$ cat src/rtl/hwpe_sm_port_arbiter.sv
// Shares one TCDM LINT master port among N_REQ requesters, round-robin; define
// HWPE_SM_ARB_FIXED_PRIO_EN for fixed lowest-index priority. Request/grant paths are combinational.
module hwpe_sm_port_arbiter #(
  parameter int N_REQ           = 2,
  parameter int CLUS_ADDR_WIDTH = 32,
  parameter int CLUS_DATA_WIDTH = 32,
  parameter int CLUS_BE_WIDTH   = CLUS_DATA_WIDTH/8
) (
  input  logic                                 clk,
  input  logic                                 rst,
  input  logic [N_REQ-1:0]                     req_i,
  output logic [N_REQ-1:0]                     gnt_o,
  input  logic [N_REQ*CLUS_ADDR_WIDTH-1:0]     add_i,
  input  logic [N_REQ-1:0]                     type_i,
  input  logic [N_REQ*CLUS_BE_WIDTH-1:0]       be_i,
  input  logic [N_REQ*CLUS_DATA_WIDTH-1:0]     data_i,
  output logic [CLUS_DATA_WIDTH-1:0]           r_data_o,
  output logic [N_REQ-1:0]                     r_valid_o,
  output logic                                 tcdm_req_o,
  input  logic                                 tcdm_gnt_i,
  output logic [CLUS_ADDR_WIDTH-1:0]           tcdm_add_o,
  output logic                                 tcdm_type_o,
  output logic [CLUS_BE_WIDTH-1:0]             tcdm_be_o,
  output logic [CLUS_DATA_WIDTH-1:0]           tcdm_data_o,
  input  logic [CLUS_DATA_WIDTH-1:0]           tcdm_r_data_i,
  input  logic                                 tcdm_r_valid_i,
  output logic                                 err_o
);

  localparam int IDX_W = (N_REQ > 1) ? $clog2(N_REQ) : 1;
  localparam logic [0:0] ARB  = 1'b0;
  localparam logic [0:0] LOCK = 1'b1;

  logic [0:0]       state;
  logic [IDX_W-1:0] own;
  logic [IDX_W-1:0] base;
  logic [IDX_W-1:0] arb_w;
  logic [IDX_W-1:0] win;
  logic [IDX_W-1:0] rsp_id;
  logic [IDX_W:0]   cand;
  logic             rsp_pend;
  logic             err;
  logic             lock_drop;
  logic             hs;

`ifdef HWPE_SM_ARB_FIXED_PRIO_EN
  assign base = '0;
`else
  logic [IDX_W-1:0] ptr;
  assign base = ptr;

  always_ff @(posedge clk) begin
    if (rst)
      ptr <= '0;
    else if (hs)
      ptr <= (win == IDX_W'(N_REQ-1)) ? '0 : win + IDX_W'(1);
  end
`endif

  // Scan from the farthest candidate down so the one nearest base is written last and wins.
  always_comb begin
    arb_w = '0;
    cand  = '0;
    for (int k = N_REQ-1; k >= 0; k--) begin
      cand = {1'b0, base} + (IDX_W+1)'(k);
      if (cand >= (IDX_W+1)'(N_REQ))
        cand = cand - (IDX_W+1)'(N_REQ);
      if (req_i[cand[IDX_W-1:0]])
        arb_w = cand[IDX_W-1:0];
    end
  end

  assign lock_drop   = (state == LOCK) && !req_i[own];
  assign win         = (state == LOCK) ? own : arb_w;
  assign tcdm_req_o  = (state == LOCK) ? req_i[own] : |req_i;
  assign hs          = tcdm_req_o & tcdm_gnt_i;

  assign tcdm_add_o  = add_i[win*CLUS_ADDR_WIDTH +: CLUS_ADDR_WIDTH];
  assign tcdm_type_o = type_i[win];
  assign tcdm_be_o   = be_i[win*CLUS_BE_WIDTH +: CLUS_BE_WIDTH];
  assign tcdm_data_o = data_i[win*CLUS_DATA_WIDTH +: CLUS_DATA_WIDTH];
  assign r_data_o    = tcdm_r_data_i;
  assign err_o       = err;

  always_comb begin
    gnt_o     = '0;
    r_valid_o = '0;
    for (int i = 0; i < N_REQ; i++) begin
      gnt_o[i]     = hs && (win == IDX_W'(i));
      r_valid_o[i] = tcdm_r_valid_i && rsp_pend && (rsp_id == IDX_W'(i));
    end
  end

  always_ff @(posedge clk) begin
    if (rst) begin
      state    <= ARB;
      own      <= '0;
      rsp_pend <= 1'b0;
      rsp_id   <= '0;
      err      <= 1'b0;
    end else begin
      rsp_pend <= hs;
      if (hs)
        rsp_id <= win;
      // A response with nothing outstanding is dropped, not routed.
      if (lock_drop || (tcdm_r_valid_i && !rsp_pend))
        err <= 1'b1;
      case (state)
        ARB: begin
          if (tcdm_req_o && !tcdm_gnt_i) begin
            state <= LOCK;
            own   <= win;
          end
        end
        default: begin
          if (tcdm_gnt_i || lock_drop)
            state <= ARB;
        end
      endcase
    end
  end

endmodule

$ cat config.mk
export PLATFORM = sky130hd
export DESIGN_NAME = hwpe_sm_port_arbiter
export DESIGN_NICKNAME = d
export VERILOG_FILES = /design/src/rtl/hwpe_sm_port_arbiter.sv
export SDC_FILE = /design/constraint.sdc
export NUM_CORES = 1
export LEC_CHECK = 0
export BUFFER_PORTS_ARGS = -buffer_cell sky130_fd_sc_hd__buf_2
export CAP_MARGIN = 10
export CORE_AREA = 4 4 108 110
export CTS_CLUSTER_SIZE = 16
export DETAILED_ROUTE_END_ITERATION = 12
export DIE_AREA = 0 0 112 114
export GPL_ROUTABILITY_DRIVEN = 0
export PLACE_DENSITY_LB_ADDON = 0.12
export SYNTH_ARGS = -nofsm -noshare
export SYNTH_HDL_FRONTEND = slang
export SYNTH_SLANG_ARGS = --single-unit
$ cat constraint.sdc
create_clock -name clk -period 1.2 [get_ports clk]
set_input_delay 0.06 -clock clk [delete_from_list [all_inputs] [get_ports clk]]
set_output_delay 0.06 -clock clk [all_outputs]
set_load 0.05 [all_outputs]
==> results.py <==
metrics = {
    "drt": {
        "drt-initial-drc-count": 54,
        "highest_layer": "met4",
        "vias_per_cell": 3.81,
        "drt_first_pass_iters": 4,
        "drc": 0,
        "wl_met1_mm": 2.83,
        "dr_wl_met3_microns": 860,
        "route.met2.wl_mm": 4.79,
        "wl_per_cell_microns": 17.6,
        "vias": 1842,
        "antenna_left": 0,
        "wl_mm": 8.53,
    },
    "setup_path": {
        "path_delay_family": "buffers and inverters",
        "cpMaxStageDelayCell": "dfxtp_2",
        "path_class": "flip-flop to primary output",
        "arrival_ns": 1.67,
        "reg2reg_slack_ns": -0.27,
        "crit_path_cell_trace": "and2_4, a31o_4, buf_4, buf_12, mux2_4, buf_6",
        "cp_slowest_stage_delay_ns": 0.31,
        "regToRegStartpoint": "own$_SDFFE_PP0P_",
        "worstRegToRegCells": 8,
        "start_kind": "flip-flop",
        "r2r_end": "rsp_id$_SDFFE_PP0N_",
        "critical_path_buf_inv_count": 3,
        "crit_fanout": 7,
        "crit_path_end_kind": "primary output",
        "critPathRequiredTime_ns": 1.14,
    },
    "cells_and_area": {
        "syn_to_final_growth_pct": 108,
        "nets": 522,
        "final_area_sq_um": 3430,
        "final_common_cell": "buf_2",
        "num_antenna_cells": 0,
        "drive_gt1_share_pct": 93.9,
        "layout_common_cells": "146 x buf_2, 68 x mux2_4, 66 x buf_6",
        "nFillCells": 1100,
    },
    "timing": {
        "period_share_pct": 144,
        "rsz0062_at_grt": "true",
        "max_freq_ghz": 0.579,
        "setup_tns_ns": -33.30,
        "worst_slack_ns": -0.528,
        "finalClockSkew_ns": 0.00300,
        "max_slew_margin_pct": 83.4,
        "hold_violations": 0,
        "worst_slew_pin_slew_ns": 0.251,
        "setup_viol": 73,
        "min_period_ns": 1.73,
        "maxSlewViolCount": 0,
    },
    "yosys": {
        "yosys.cell_types.count": 23,
        "synth_top_area_share_pct": 62.1,
        "seq_area_frac_synth_pct": 7.30,
        "syn_avg_cell_area_sq_um": 11.4,
        "synth_area_leaders": "mux2_4 62%, buf_4 15%, dfxtp_1 7.3%",
        "yosys_register_bits": 6,
        "synth_area_sq_um": 1650,
        "syn-num-nets": 320,
        "synth-warning-count": 0,
        "synthCells": 144,
        "synth_largest_area_cell": "mux2_4",
    },
    "floorplan": {
        "dieHeight_microns": 114,
        "die_x_microns": 112,
        "coreArea_sq_um": 10700,
        "initial_utilization_pct": 15.4,
        "io_pins": 283,
        "dieArea_sq_um": 12800,
        "rows": 38,
    },
    "clock_tree": {
        "cts_hold_buf": 0,
        "insertion_delay_ns": 0.22,
        "cts_buffer_depth": 2,
        "clkSinkCount": 6,
        "clk_pin_slew_ns": 0.04,
        "h-tree-depth": 1,
        "ctsRootBufferMaster": "clkbuf_8",
        "cts_buffers": 3,
        "cts_tree": "built",
    },
    "power": {
        "p_leak_nw": 1.82,
        "finalPower_mw": 2.92,
        "ir_drop_mv": 0.624,
        "p_per_area_nw_per_um2": 852,
    },
    "placement": {
        "place_area_sq_um": 2740,
        "port_buffers": 218,
        "dp_slack_ns": -0.315,
        "dp_hpwl_mm": 7.34,
    },
    "outcome": {
        "status": "complete, but fails checks",
        "violations": "negative setup slack",
    },
    "global_route": {
        "track_usage_pct": 11.8,
        "antenna_found_initial": 0,
        "grt_pass1_wl_mm": 11.9,
        "overflow": 0,
        "grt_pass1_vias": 2005,
        "grt_max_degree": 24,
    },
    "worst_hold_path": {
        "holdPathEnd": "state$_SDFF_PP0_",
        "min_delay_path_depth": 2,
        "min_from": "tcdm_gnt_i",
        "hp-class": "input pin to flip-flop",
    },
    "job": {
        "cap_violations": 0,
    },
}
what timing repair did:
item                                    in CTS  in global routing
pin swaps                                    2                  4
setup buffers                               12                  2
endpoints found under the hold margin        0                  0
endpoints found under the setup margin      73                 76
gates cloned                                 1                  0
resized for setup                          155                 19
stage by stage:
step	hold slack, ns	instances	util [%]
after floorplan	0.125	144	-
after global placement	0.120	472	25.6
after detailed placement	0.120	472	25.6
after CTS	0.0674	487	31.7
after global routing	0.0808	484	32.0
final	0.0729	484	32.0
report_power, final:
group	leakage (nW)	total, mW	internal, mW	switching [mW]
Combinational	1.75	2.39	1.10	1.29
Clock	0.0216	0.306	0.216	0.0899
Sequential	0.0507	0.224	0.216	0.00847
synthesized netlist by cell type, drive strengths merged:
| cell type | number |
|---|---|
| a211oi | 1 |
| a21o | 1 |
| nor2 | 6 |
| nand2b | 1 |
| o2111a | 1 |
| a31oi | 1 |
| buf | 40 |
| nand2 | 4 |
| nor3 | 1 |
| a21oi | 2 |
| nor3b | 1 |
| a31o | 1 |
| inv | 3 |
| mux2i | 1 |
| nor2b | 1 |
| dfxtp | 6 |
| o21a | 1 |
| o21ai | 1 |
| and2 | 1 |
| mux2 | 69 |
| a32oi | 1 |
worst max path at each step:
stage                      start                   to  slack [ns]  cells past startpoint
2_1_floorplan   own$_SDFFE_PP0P_  rsp_id$_SDFFE_PP0N_       -0.21                      6
3_3_place_gp    state$_SDFF_PP0_      tcdm_data_o[24]       -0.30                      5
3_5_place_dp   base$_SDFFE_PP0N_      tcdm_data_o[24]       -0.32                      5
4_1_cts        base$_SDFFE_PP0N_        tcdm_add_o[0]       -0.56                      6
5_1_grt         own$_SDFFE_PP0P_       tcdm_data_o[1]       -0.57                      6
6_report        own$_SDFFE_PP0P_       tcdm_add_o[17]       -0.53                      6
registers in the layout, summed over array words and instances, names as in the netlist:
signal	flops
state	1
base	1
own	1
err_o	1
rsp_pend	1
rsp_id	1
cells by family after synthesis:
group / Yosys count / share of synthesized area [%]
AO/OA/AOI/OAI: 10 / 4.41
buffers and inverters: 43 / 20.8
flip-flops: 6 / 7.30
multiplexers: 70 / 63.3
AND/OR/NAND/NOR: 15 / 4.18
layer usage:
metal	up-vias	global-route usage (%)
met5	-	0
met4	0	0.881
met3	6	4.72
met2	123	23.5
met1	832	11.9
li1	881	-
layout make-up:
cell class | instances | area [sq um] | share of cell area [%]
Inverter | 3 | 11.3 | 0.328
Tap cell | 140 | 175 | 5.11
Timing Repair Buffer | 237 | 1820 | 53.1
Sequential cell | 6 | 124 | 3.61
Clock buffer | 3 | 41.3 | 1.20
Multi-Input combinational cell | 95 | 1250 | 36.6
No activity file was read; power rests on OpenSTA's default activity.
